--- config.mk ---
export PLATFORM = sky130hd
export DESIGN_NAME = sha_256_pad
export DESIGN_NICKNAME = d
export VERILOG_FILES = /design/src/rtl/sha_256_pad.sv
export SDC_FILE = /design/constraint.sdc
export NUM_CORES = 1
export LEC_CHECK = 0
export ABC_CLOCK_PERIOD_IN_PS = 3900
export BUFFER_PORTS_ARGS = -buffer_cell sky130_fd_sc_hd__clkbuf_2
export CAP_MARGIN = 25
export CORE_MARGIN = 2
export CORE_UTILIZATION = 40
export CTS_BUF_LIST = sky130_fd_sc_hd__clkbuf_16
export DETAILED_ROUTE_END_ITERATION = 8
export GPL_TIMING_DRIVEN = 0
export PLACE_DENSITY = 0.75
export SLEW_MARGIN = 40
export SYNTH_ARGS = -nofsm -noshare
export SYNTH_HDL_FRONTEND = slang
export SYNTH_SLANG_ARGS = --single-unit
--- constraint.sdc ---
create_clock -name clk -period 3.9 [get_ports clk]
set_input_delay 0.39 -clock clk [delete_from_list [all_inputs] [get_ports clk]]
set_output_delay 0.39 -clock clk [all_outputs]
set_load 0.01 [all_outputs]
--- src/rtl/sha_256_pad.sv ---
// FIPS 180-4 message padder and 512-bit block sequencer for a SHA-224/256 core.
// Accepts 32-bit big-endian beats, pads with 0x80 / zero fill / 64-bit bit length.
module sha_256_pad (
   input  logic         clk,
   input  logic         rst,
   input  logic         in_valid,
   output logic         in_ready,
   input  logic [31:0]  in_data,
   input  logic [2:0]   in_bytes,
   input  logic         in_last,
   input  logic         in_op,
   output logic [511:0] Data,
   output logic [63:0]  Index,
   output logic         Operation,
   output logic         Enable,
   input  logic         Ready,
   output logic         Done
);

   typedef enum logic [1:0] {FILL, PAD, SEND, WAIT} state_t;

   state_t      state;
   logic [31:0] blk [16];
   logic [3:0]  wp;
   logic [63:0] len;
   logic        marker;
   logic        last_seen;
   logic        blk_final;
   logic [2:0]  k;
   logic [31:0] beat_word;
   logic        accept;

   always_comb begin
      k = (in_bytes > 3'd4) ? 3'd4 : in_bytes;
   end

   // Partial beats carry the 0x80 marker directly after the last valid byte.
   always_comb begin
      beat_word = in_data;
      case (k)
         3'd1:    beat_word = {in_data[31:24], 8'h80, 16'h0000};
         3'd2:    beat_word = {in_data[31:16], 8'h80, 8'h00};
         3'd3:    beat_word = {in_data[31:8], 8'h80};
         default: beat_word = in_data;
      endcase
   end

   always_comb begin
      accept = in_valid & in_ready;
   end

   always_comb begin
      Data = '0;
      for (int unsigned i = 0; i < 16; i++) begin
         Data[i*32 +: 32] = blk[i];
      end
   end

   always_ff @(posedge clk) begin
      if (rst) begin
         state     <= FILL;
         in_ready  <= 1'b0;
         wp        <= '0;
         len       <= '0;
         Index     <= '0;
         Operation <= 1'b0;
         marker    <= 1'b0;
         last_seen <= 1'b0;
         blk_final <= 1'b0;
         Enable    <= 1'b0;
         Done      <= 1'b0;
         for (int unsigned i = 0; i < 16; i++) begin
            blk[i] <= '0;
         end
      end else begin
         Enable <= 1'b0;
         Done   <= 1'b0;
         case (state)
            FILL: begin
               in_ready <= 1'b1;
               if (accept) begin
                  if (Index == '0 && wp == '0 && !last_seen) begin
                     Operation <= in_op;
                  end
                  len <= len + {58'd0, k, 3'b000};
                  if (k != 3'd0) begin
                     blk[wp] <= beat_word;
                     wp      <= wp + 4'd1;
                     if (k != 3'd4) begin
                        marker <= 1'b1;
                     end
                  end
                  if (in_last) begin
                     last_seen <= 1'b1;
                  end
                  // A full block wins over in_last; padding then continues after WAIT.
                  if (k != 3'd0 && wp == 4'd15) begin
                     state    <= SEND;
                     Enable   <= 1'b1;
                     in_ready <= 1'b0;
                  end else if (in_last) begin
                     state    <= PAD;
                     in_ready <= 1'b0;
                  end
               end
            end

            PAD: begin
               in_ready <= 1'b0;
               if (wp == 4'd15) begin
                  if (blk_final) begin
                     blk[15] <= len[31:0];
                  end else if (!marker) begin
                     blk[15] <= 32'h8000_0000;
                     marker  <= 1'b1;
                  end
                  state  <= SEND;
                  Enable <= 1'b1;
               end else if (wp == 4'd14 && marker) begin
                  blk[14]   <= len[63:32];
                  blk_final <= 1'b1;
                  wp        <= 4'd15;
               end else if (wp == 4'd14) begin
                  // No room for the length: word 15 stays zero and an extra block follows.
                  blk[14] <= 32'h8000_0000;
                  marker  <= 1'b1;
                  state   <= SEND;
                  Enable  <= 1'b1;
               end else begin
                  if (!marker) begin
                     blk[wp] <= 32'h8000_0000;
                     marker  <= 1'b1;
                  end
                  wp <= wp + 4'd1;
               end
            end

            SEND: begin
               in_ready <= 1'b0;
               state    <= WAIT;
            end

            WAIT: begin
               in_ready <= 1'b0;
               if (Ready) begin
                  Index     <= Index + 64'd1;
                  wp        <= '0;
                  blk_final <= 1'b0;
                  for (int unsigned i = 0; i < 16; i++) begin
                     blk[i] <= '0;
                  end
                  if (!last_seen) begin
                     state    <= FILL;
                     in_ready <= 1'b1;
                  end else if (blk_final) begin
                     Done      <= 1'b1;
                     Index     <= '0;
                     len       <= '0;
                     marker    <= 1'b0;
                     last_seen <= 1'b0;
                     state     <= FILL;
                     in_ready  <= 1'b1;
                  end else begin
                     state <= PAD;
                  end
               end
            end

            default: begin
               state    <= FILL;
               in_ready <= 1'b0;
            end
         endcase
      end
   end

endmodule

## Word-level counts from Yosys, hierarchy flattened

Memory sizes are Yosys's and may differ from the RTL's.
Cells that the tools add are included.

- Flip-flop bits (word level): 141
- Memories kept: 1
- Bits in writable memories: 512
- Input port bits: 41

Memories:

| name | depth | width | rd ports | clocked after Yosys merged registers in | write ports | line | RTL |
|---|---|---|---|---|---|---|---|
| blk | 16 | 32 | 16 | 0 | 16 | 23 | `logic [31:0] blk [16];` |

- Equal/unequal tests: 23
- $lt $le $gt $ge: 1
- Reduce and logical (&&, ||, !) cells: 23
- Mux-type cells: 119
- Bitwise operators: 25
- Add/sub/neg operators: 3

Operators with widths:

| kind | count |
|---|---|
| two-way mux 32 bit | 22 |
| two-way mux 64 bit | 6 |
| one-hot mux 64 bit (2 select lines) | 1 |
| one-hot mux 24 bit (3 select lines) | 1 |
| two-way mux 1 bit | 67 |
| adder 64 x 1 -> 64 bit (second input constant) | 1 |
| adder 64 x 6 -> 64 bit | 1 |
| zero test 64 bit | 1 |
| OR reduction 32 bit | 1 |
| two-way mux 4 bit | 7 |
| bitwise OR 1 bit | 21 |
| inequality test 2 bit (second input constant) | 9 |
| inequality test 3 bit (second input constant) | 6 |
| two-way mux 2 bit | 7 |
| one-hot mux 4 bit (3 select lines) | 1 |
| AND reduction 5 bit | 2 |
| AND reduction 9 bit | 1 |
| == test 4 bit (second input constant) | 2 |
| one-hot mux 2 bit (4 select lines) | 1 |
| AND reduction 4 bit | 2 |
| == test 3 x 2 -> 1 bit (second input constant) | 2 |
| one-hot mux 1 bit (2 select lines) | 3 |
| one-hot mux 1 bit (3 select lines) | 2 |
| AND reduction 6 bit | 1 |
| other kinds (18) | 26 |

## Longest topological paths before layout

Gate-level depths: netlist of the first run.

- Depth after elaboration: 11
- Depth in mapped cells: 11
- Gate-level depth less buffers: 8

## Least setup slack after synthesis of the first run

Ideal clock, no wire load.

- Kind: reg-to-reg
- Start: reg wp[0]
- End: mem blk[14][0], enable pin
- Clock period less this slack: 3088 ps
- Path buffers: 1
- Path slack: 812 ps
- Stages on the path, launching flop included: 8
- Data arrival time: 2657 ps
- Cell sequence: dfxtp_1 -> inv_1 -> ha_1 -> o211ai_1 -> a32o_1 -> nand4_1 -> clkbuf_1 -> o211ai_1

RTL lines:

| what | line | RTL |
|---|---|---|
| from (decl) | 24 | `logic [3:0] wp;` |
| from (signal assigned) | 88 | `wp <= wp + 4'd1;` |
| from (signal assigned) | 134 | `wp <= wp + 4'd1;` |
| to (decl) | 23 |  |

==> run_results.csv, run 1 <==
group,metric,value,unit
run_status,outcome,"finished, final reports clean",
sta,rsz0062_at_grt,"yes",
routing,route.final.wire_length,92500,um
finish,utilization,51.2,%
synth,yosysWarningCount,0,
synth,synth_flop_cell,"edfxtp_1",
synth,netlist_instances,2152,
finish,synthToLayoutAreaGrowth,26.3,%
synth,synth_area,25700,um2
placement,numPortBuffers,620,
sta,slew_headroom,41.4,%
worst_hold_path,hold_class,"input pin to flip-flop",
routing,firstDrtPassIters,7,
sta,slew_violations,0,
power_and_ir_drop,power.density,515,nW/um2
power_and_ir_drop,ir_drop,320,uV
sta,final.setup_skew,0.0277,ns
synth,synthArstFlopShare,0,%
routing,viasPerCell,5.53,
synth,synth_edf_count,512,
critical_path,cp_max_fo,32,
clock_tree,clock_path_buffers,3,
placement,place_hpwl,66300,um
synth,syn_area_per_cell,11.9,um2
global_routing,grt_pass1_wl,131000,um
global_routing,antenna_found_initial,4,
routing,remaining_drc_errors,0,
global_routing,grt_max_degree,33,
critical_path,cp.required,4.14,ns
finish,fillers,5485,
sta,fmax,260,MHz
placement,place_inst,3630,
critical_path,cp-start-kind,"flip-flop",
critical_path,arrival,4.09,ns
routing,vias,20800,
floorplan,initial_core_util,40.5,%
floorplan,die_area,66200,um2
global_routing,grtUsageTotal,26.9,%
routing,first_iter_violations,2391,
clock_tree,htreeDepth,3,
synth,syn_nets,2206,
global_routing,grt_overflow,0,
sta,finalHoldViolCount,0,
power_and_ir_drop,leakage,0.0129,uW
floorplan,die_x,257,um
global_routing,first_global_vias,19500,
floorplan,dieHeight,257,um
sta,worstMarginPinSlew,0.879,ns
clock_tree,cts-root-buf,"clkbuf_16",
finish,fin_nets,2910,
floorplan,io_pins,621,
critical_path,crit_type,"flip-flop to flip-flop",
sta,setup_viol,0,
finish,layout_commonest_cell,"clkbuf_2",
finish,fin_cells,3761,
clock_tree,clock_sinks,650,
synth,ys_ff_latch,650,
sta,fin_crit_sh,98.8,%
clock_tree,cts_buffers,69,
finish,mostFrequentLayoutCells,"627 x clkbuf_2, 529 x nor2_1, 512 x edfxtp_1",
flow_run,maxCapViolCount,0,
synth,synth_cell_types,59,
floorplan,rows,92,
routing,post_drt_wl_per_cell,24.6,um
clock_tree,clk_latency,0.62,ns
synth,yosysSeqAreaShare,70.7,%
critical_path,endpoint_kind,"flip-flop",
finish,drive_gt1_share,27.6,%
floorplan,fp.coreArea,63300,um2
placement,gp_congestion,0.935,
clock_tree,cts_tree,"done",
sta,fin_crit,3.85,ns
routing,ant_nets,0,
clock_tree,clk_pin_slew,0.06,ns
[state kept, by name, indices dropped and copies added (netlist names)]
register	count
in_ready	1
Operation	1
marker	1
blk_final	1
state	2
len	61
last_seen	1
Index	64
Done	1
Enable	1
blk	512
wp	4
[synthesized netlist by cell type, types with 7 or more instances]
cell / n / share of area [%]
ha_1: 12 / 0.58
and3_1: 23 / 0.56
edfxtp_1: 512 / 60
and4_1: 9 / 0.31
nor4_1: 30 / 0.73
buf_1: 9 / 0.13
nand3_1: 124 / 2.4
inv_1: 25 / 0.37
o31ai_1: 30 / 0.88
nand2_1: 107 / 1.6
dfxtp_1: 138 / 11
buf_2: 11 / 0.21
clkbuf_1: 115 / 1.7
and2_1: 11 / 0.27
or4_1: 30 / 0.88
nor3_1: 18 / 0.35
xnor2_1: 19 / 0.65
a21oi_1: 85 / 1.7
o21ai_0: 107 / 2.1
nor2b_1: 9 / 0.22
nor2_1: 531 / 7.8
nand4_1: 55 / 1.3
nand4b_1: 7 / 0.24
or3_1: 38 / 0.93
xor2_1: 33 / 1.1
[report_power, final]
part	internal [uW]	total [uW]	switching (uW)
combinational	498	2060	1570
clock	3710	6560	2850
sequential	7900	8070	170
[stage by stage]
stage / hold slack, ns / worst slack [ns] / TNS (ns) / instance area [um2] / total power [uW]
floorplan: 0.451 / 0.812 / 0 / 25700 / 9130
global placement: 0.485 / -1.23 / -295.59 / 29800 / 10200
detailed placement: 0.486 / -0.248 / -12.70 / 30100 / 10200
CTS: 0.00608 / 0.0578 / 0 / 32400 / 16700
global route: 0.0126 / -0.191 / -20.60 / 32400 / 17100
finish: 0.0425 / 0.0472 / 0 / 32400 / 16700
[routing by layer]
metal | part of all wire [%] | global-route usage, % | wire length [um] | vias up
li1 | - | - | - | 9182
met1 | 36 | 32.5 | 33100 | 9979
met2 | 49 | 45.1 | 45100 | 1401
met3 | 11 | 7.08 | 9810 | 235
met4 | 4.8 | 12.4 | 4460 | 4
met5 | 0.024 | 0 | 22 | -
[final timing paths]
kind	startpoint	to	slack, ns	cells after the start
worst max-delay path	wp[0]	blk[3][2]	0.05	8
worst min-delay path	in_op	Operation	0.04	2
worst max register to register	wp[0]	blk[3][2]	0.05	8
worst min register to register	blk_final	Done	0.50	2
[cells by family (layout without fill, tap and decap cells)]
group | Yosys count | in the layout | share of synthesized area [%]
AND/OR/NAND/NOR | 1018 | 1018 | 18.7
flip-flops | 650 | 650 | 70.7
AO/OA/AOI/OAI | 252 | 252 | 5.54
buffers and inverters | 163 | 923 | 2.50
XOR/XNOR | 52 | 52 | 1.77
adder cells (fa/ha/maj) | 13 | 13 | 0.663
multiplexers | 4 | 4 | 0.161
other | 0 | 3 | 0
[cell type report]
cell class / instances / area (um2) / area share (%)
multi-input combinational: 1339 / 7070 / 21.8
antenna: 3 / 7.51 / 0.0231
buffer: 137 / 552 / 1.70
timing repair buffer: 633 / 3270 / 10.1
inverter: 26 / 97.6 / 0.301
tap: 846 / 1060 / 3.26
clock buffer: 70 / 1750 / 5.40
clock inverter: 57 / 489 / 1.51
sequential: 650 / 18100 / 55.9
[worst max-delay path, cell delays in order (launching register included)]
cell and delay, ns:
dfxtp_1 0.39, inv_1 0.10, ha_1 0.33, o211ai_1 0.42
a32oi_1 0.23, nor2_1 0.43, nand3_1 0.61, clkbuf_1 0.43
nand2_4 0.50
[repair_timing]
item	CTS	global route
hold buffers	0	0
resized for setup	2	7
pin swaps	0	0
endpoints found under the setup margin	128	299
cloned	0	0
setup buffers	1	0
No activity file was read; power rests on OpenSTA's default activity.
==> run 2, diff against run 1 <==
--- a/config.mk
+++ b/config.mk
@@ -10,11 +10,9 @@
 export CAP_MARGIN = 25
 export CORE_MARGIN = 2
 export CORE_UTILIZATION = 40
-export CTS_BUF_LIST = sky130_fd_sc_hd__clkbuf_16
 export DETAILED_ROUTE_END_ITERATION = 8
 export GPL_TIMING_DRIVEN = 0
 export PLACE_DENSITY = 0.75
-export SLEW_MARGIN = 40
 export SYNTH_ARGS = -nofsm -noshare
 export SYNTH_HDL_FRONTEND = slang
 export SYNTH_SLANG_ARGS = --single-unit
==> run 2 against run 1 <==
Combinational power is essentially flat. Core utilization decreased by 0.21 points. Non-clock buffer count grew 4. Final area decreased by 0.41%. Sequential share of layout area up 0.23 points. Critical path depth grew 1. Register-to-register slack improved by 0.09 ns. Worst hold slack improved by 0.17 ns. Fmax grew 2.5%. Clock power is 5.5% lower. Die area unchanged.
==> run_results.csv, run 2 (synthesized netlist as in run 1, its figures left out) <==
group,metric,value,unit
clock_tree,clock_sinks,650,
sta,final.setup_skew,0.0195,ns
worst_hold_path,hp-start,"Ready",
critical_path,endpoint_kind,"flip-flop",
power_and_ir_drop,leakage,0.0127,uW
clock_tree,cts_buffers,68,
floorplan,initial_core_util,40.5,%
clock_tree,htreeDepth,3,
floorplan,die_area,66200,um2
global_routing,grt_use_met3,5.87,%
routing,remaining_drc_errors,0,
critical_path,critPathLaunch,"wp[0]",
finish,largest_reg_flops,512,
critical_path,critPathBufInv,3,
finish,fin_nets,2913,
finish,fillers,5601,
floorplan,io_pins,621,
global_routing,grt_pass1_wl,130000,um
clock_tree,clk_pin_slew,0.06,ns
power_and_ir_drop,ir_drop,349,uV
finish,layout_commonest_cell,"clkbuf_2",
routing,first_iter_violations,2605,
floorplan,fp.coreArea,63300,um2
sta,setup_viol,0,
sta,slew_headroom,29.2,%
critical_path,cpPeakStageDelay,0.45,ns
routing,ant_nets,0,
global_routing,first_global_vias,19400,
critical_path,cp.required,4.20,ns
critical_path,reg2reg_from,"wp[0]",
critical_path,r2r_cells,9,
global_routing,grtUsageTotal,26.9,%
clock_tree,cts_tree,"done",
critical_path,cp-start-kind,"flip-flop",
power_and_ir_drop,power.density,506,nW/um2
global_routing,grt_max_degree,33,
critical_path,crit_cells,9,
clock_tree,cts-root-buf,"clkbuf_16",
run_status,outcome,"finished, final reports clean",
routing,vias,20700,
global_routing,antenna_found_initial,3,
global_routing,grt_use_met1,33.1,%
critical_path,slowest_stage,"clkbuf_2",
floorplan,rows,92,
placement,place_hpwl,66500,um
critical_path,path_cells,"inv_1 > ha_1 > o211ai_1 > a32oi_1 > nor4_2 > nand2_1 > clkbuf_2 > nand2_2 > buf_12",
sta,fmax,266,MHz
routing,firstDrtPassIters,5,
critical_path,crit_type,"flip-flop to flip-flop",
routing,viasPerCell,5.51,
clock_tree,clock_path_buffers,3,
sta,fin_crit_sh,96.4,%
finish,synthToLayoutAreaGrowth,25.8,%
sta,final.setup.tns,0,ns
routing,post_drt_wl_per_cell,24.6,um
placement,numPortBuffers,620,
finish,drive_gt1_share,27.1,%
routing,route.final.wire_length,92400,um
worst_hold_path,hold_class,"input pin to flip-flop",
critical_path,r2r-end,"blk[11][10]",
sta,finalHoldViolCount,0,
sta,slew_violations,0,
global_routing,grt_overflow,0,
clock_tree,clk_latency,0.61,ns
floorplan,dieHeight,257,um
placement,gp_congestion,0.935,
critical_path,cp_max_fo,27,
finish,regMostFlops,"blk",
sta,rsz0062_at_grt,"yes",
sta,whs,0.215,ns
floorplan,die_x,257,um
finish,mostFrequentLayoutCells,"623 x clkbuf_2, 530 x nor2_1, 512 x edfxtp_1",
critical_path,arrival,4.05,ns
global_routing,use_met2,45.4,%
flow_run,maxCapViolCount,0,
critical_path,crit_path_end,"blk[11][10]",
sta,worstMarginPinSlew,1.06,ns
sta,fin_crit,3.76,ns
global_routing,grt.busiest_layer,"met2",
finish,reg_top3,"blk (512), Index (64), len (61)",
critical_path,path_delay_family,"simple AND/OR/NAND/NOR gates",
critical_path,regToRegSetupSlack,0.14,ns
-- run 2: cell count changes in the layout (fill, tap and decap cells not counted), sizes merged --
cell and change:
inv -18, clkbuf +14, clkinv -5, bufinv -4, buf +3, clkinvlp +3
clkdlybuf4s15 +1, diode -1, dlygate4sd3 +1
-- run 2: final cells by class --
| cell class | count | area [um2] | share of cell area [%] |
|---|---|---|---|
| well taps | 846 | 1060 | 3.28 |
| multi-input cells | 1339 | 7020 | 21.7 |
| clock inverters | 33 | 314 | 0.972 |
| plain buffers | 137 | 553 | 1.71 |
| flip-flops and latches | 650 | 18100 | 56.2 |
| inverters | 26 | 97.6 | 0.302 |
| diodes | 2 | 5.00 | 0.0155 |
| clock buffers | 85 | 1780 | 5.50 |
| repair buffers | 637 | 3340 | 10.3 |
-- run 2: how the worst min path moves through the flow --
stage	endpoint	slack [ns]	depth (start not counted)
finish	last_seen	0.21	4
global route	in_ready	0.23	4
CTS	last_seen	0.17	4
detailed placement	Done	0.49	2
global placement	len[27]	0.48	2
floorplan	Done	0.45	2
-- run 2: repair_timing --
item | CTS | global route
setup endpoints to repair | 202 | 454
buffers inserted | 1 | 2
resized for setup | 4 | 25
endpoints found under the hold margin | 1 | 0
hold buffers | 1 | 0
pin swaps | 1 | 0
-- run 2: where the power goes --
part	switching (uW)	internal [uW]	total, uW	leakage, uW
registers	169	7900	8070	0.00641
clock network	2790	3410	6200	0.000990
logic	1560	507	2060	0.00532
total	4520	11800	16300	0.0127
-- run 2: stage by stage --
stage	instances	cell area (um2)	total power, uW	setup slack (ns)	util [%]
after floorplan	2152	25700	9130	0.812	-
after global placement	3618	29800	10200	-1.23	47.1
after detailed placement	3631	30100	10200	-0.302	47.5
after CTS	3751	32200	16400	-0.0473	50.8
after global routing	3753	32300	16800	-0.145	51.0
final	3755	32300	16300	0.141	51.0
-- run 2: worst min-delay path, stage by stage --
cell      delay [ns]
clkbuf_2        0.13
nand2_1         0.08
o21ai_0         0.07
a21oi_1         0.11
-- run 2: routing by layer --
layer | vias up | routed length [um]
met2 | 1273 | 45200
met3 | 222 | 8660
met4 | 2 | 4400
met5 | - | 12
li1 | 9176 | -
met1 | 9999 | 34100
==> run 3, diff against run 2 <==
--- a/config.mk
+++ b/config.mk
@@ -5,7 +5,7 @@
 export SDC_FILE = /design/constraint.sdc
 export NUM_CORES = 1
 export LEC_CHECK = 0
-export ABC_CLOCK_PERIOD_IN_PS = 3900
+export ABC_CLOCK_PERIOD_IN_PS = 4100
 export BUFFER_PORTS_ARGS = -buffer_cell sky130_fd_sc_hd__clkbuf_2
 export CAP_MARGIN = 25
 export CORE_MARGIN = 2
@@ -13,6 +13,7 @@
 export DETAILED_ROUTE_END_ITERATION = 8
 export GPL_TIMING_DRIVEN = 0
 export PLACE_DENSITY = 0.75
+export SETUP_SLACK_MARGIN = 0.4
 export SYNTH_ARGS = -nofsm -noshare
 export SYNTH_HDL_FRONTEND = slang
 export SYNTH_SLANG_ARGS = --single-unit
==> constraint.sdc (replaced) <==
create_clock -name clk -period 4.1 [get_ports clk]
set_input_delay 0.41 -clock clk [delete_from_list [all_inputs] [get_ports clk]]
set_output_delay 0.41 -clock clk [all_outputs]
set_load 0.01 [all_outputs]
==> run 3 against run 2 <==
Combinational power is 4% lower. Sequential share of layout area hardly changed. Clock power is 4.8% lower. Clock skew hardly changed. Largest power group unchanged. Clock-buffer cell count stayed put. Core utilization hardly changed. Highest routed layer unchanged. Final area hardly changed. Via count hardly changed. Critical path depth is 1 higher. Wire length hardly changed. Power is 4.8% lower. Die area stayed put.
==> run_results.csv, run 3 (synthesized netlist as in run 1, its figures left out) <==
group,metric,value,unit
critical_path,regToRegSetupSlack,0.45,ns
power_and_ir_drop,p_clk_share,37.9,%
clock_tree,clk_pin_slew,0.06,ns
power_and_ir_drop,swShare,27.7,%
global_routing,grt_pass1_wl,130000,um
critical_path,cpPeakStageDelay,0.63,ns
clock_tree,clock_sinks,650,
finish,fin_nets,2914,
worst_hold_path,hold-path-endpoint,"Operation",
power_and_ir_drop,p_int,11200,uW
placement,place_inst,3631,
power_and_ir_drop,power.density,481,nW/um2
critical_path,crit_type,"flip-flop to flip-flop",
finish,synthToLayoutAreaGrowth,25.9,%
floorplan,io_pins,621,
sta,setup_ws,0.451,ns
finish,mostFrequentLayoutCells,"626 x clkbuf_2, 530 x nor2_1, 512 x edfxtp_1",
critical_path,r2r-end,"blk[8][13]",
worst_hold_path,hp-start,"in_op",
critical_path,endpoint_kind,"flip-flop",
sta,worstMarginPinSlew,1.05,ns
floorplan,die_area,66200,um2
critical_path,cp.required,4.54,ns
critical_path,slowest_stage,"nand2_1",
routing,post_drt_wl_per_cell,24.6,um
sta,slew_violations,0,
power_and_ir_drop,p_switching,4310,uW
clock_tree,cts-root-buf,"clkbuf_16",
sta,final.setup_skew,0.0195,ns
sta,setup_viol,0,
finish,fin_cells,3757,
floorplan,initial_core_util,40.5,%
flow_run,maxCapViolCount,0,
critical_path,path_delay_family,"simple AND/OR/NAND/NOR gates",
critical_path,cp-start-kind,"flip-flop",
global_routing,antenna_found_initial,3,
sta,fin_crit,3.65,ns
sta,slew_headroom,29.7,%
worst_hold_path,hold_class,"input pin to flip-flop",
finish,regMostFlops,"blk",
sta,fmax,274,MHz
run_status,outcome,"finished, final reports clean",
routing,ant_nets,0,
floorplan,fp.coreArea,63300,um2
global_routing,grt_max_degree,33,
sta,finalHoldViolCount,0,
power_and_ir_drop,leakage,0.0127,uW
routing,first_iter_violations,2754,
clock_tree,cts_buffers,68,
clock_tree,htreeDepth,3,
placement,dp_slack,-0.102,ns
critical_path,r2r_cells,10,
routing,remaining_drc_errors,0,
power_and_ir_drop,pwr-share-comb,12.7,%
sta,fin_crit_sh,89.0,%
floorplan,die_x,257,um
floorplan,rows,92,
critical_path,path_cells,"inv_1 > ha_1 > o211ai_1 > buf_4 > buf_4 > and3_1 > nor3_2 > nand2_1 > clkbuf_1 > nor2_1",
global_routing,grt_overflow,0,
power_and_ir_drop,p_seq_share,49.4,%
finish,reg_top3,"blk (512), Index (64), len (61)",
clock_tree,clk_latency,0.61,ns
floorplan,dieHeight,257,um
critical_path,reg2reg_from,"wp[0]",
critical_path,cp_max_fo,10,
clock_tree,clock_path_buffers,3,
routing,route.final.wire_length,92400,um
routing,viasPerCell,5.50,
global_routing,grtUsageTotal,26.9,%
critical_path,cp_common_cell,"buf_4",
finish,largest_reg_flops,512,
routing,vias,20700,
finish,drive_gt1_share,27.4,%
critical_path,critPathBufInv,4,
routing,firstDrtPassIters,5,
sta,rsz0062_at_grt,"yes",
finish,layout_commonest_cell,"clkbuf_2",
global_routing,first_global_vias,19400,
worst_hold_path,min_delay_path_depth,2,
placement,place_hpwl,66500,um
placement,numPortBuffers,620,
critical_path,arrival,4.09,ns
placement,gp_congestion,0.935,
power_and_ir_drop,ir_drop,333,uV
clock_tree,cts_tree,"done",
==> run 3: cell count changes in the layout (fill, tap and decap cells not counted), sizes merged <==
cell / delta
clkdlybuf4s15: -1
dlygate4sd3: -1
clkbuf: +1
diode: +1
buf: +2
==> run 3: repair_timing <==
action | CTS | global route
pin swaps | 1 | 1
gates resized for setup | 18 | 18
buffers inserted | 2 | 3
hold buffers | 0 | 0
endpoints found under the setup margin | 314 | 575
==> run 3: worst max path at each step <==
| stage | start | to | slack, ns | cells after the start |
|---|---|---|---|---|
| 5_1_grt | wp[0] | blk[6][5] | 0.21 | 9 |
| 6_report | wp[0] | blk[8][13] | 0.45 | 10 |
| 3_3_place_gp | wp[0] | blk[10][0] | -1.03 | 8 |
| 3_5_place_dp | wp[0] | blk[10][0] | -0.10 | 9 |
| 4_1_cts | wp[0] | blk[8][13] | 0.33 | 8 |
| 2_1_floorplan | wp[0] | blk[14][0] | 1.01 | 7 |
==> run 3: stage by stage <==
step           total power, uW  setup TNS [ns]  hold WS, ns  instance area (um2)  utilization [%]
4_1_cts                  15600               0       0.0139                32300             50.9
3_5_place_dp              9740           -5.23        0.487                30100             47.5
3_3_place_gp              9690         -194.33        0.485                29800             47.1
5_1_grt                  16000               0       0.0274                32300             51.0
2_1_floorplan             8690               0        0.451                25700                -
6_report                 15500               0       0.0519                32300             51.1
==> run 3: layout make-up <==
| cell class | count | area, um2 |
|---|---|---|
| Clock buffer | 85 | 1780 |
| Sequential cell | 650 | 18100 |
| Clock inverter | 33 | 314 |
| Timing Repair Buffer | 638 | 3340 |
| Antenna cell | 3 | 7.51 |
| Tap cell | 846 | 1060 |
| Inverter | 26 | 97.6 |
| Multi-Input combinational cell | 1339 | 7040 |
| Buffer | 137 | 551 |
| Fill cell | 5593 | 31000 |
==> run 3: power by group through the flow <==
stage / Clock (uW) / Combinational (uW) / Sequential (uW)
CTS: 5950 / 1960 / 7670
global placement: 0 / 1870 / 7820
global route: 6190 / 2090 / 7700
floorplan: 0 / 720 / 7970
detailed placement: 0 / 1920 / 7820
finish: 5900 / 1980 / 7680
==> run 3: layer usage <==
metal	routed length, um	vias to the layer above	track usage [%]
met2	45200	1306	45.4
li1	-	9182	-
met4	4440	2	12.3
met1	33500	9939	33.1
met3	9160	228	5.77
met5	12	-	0
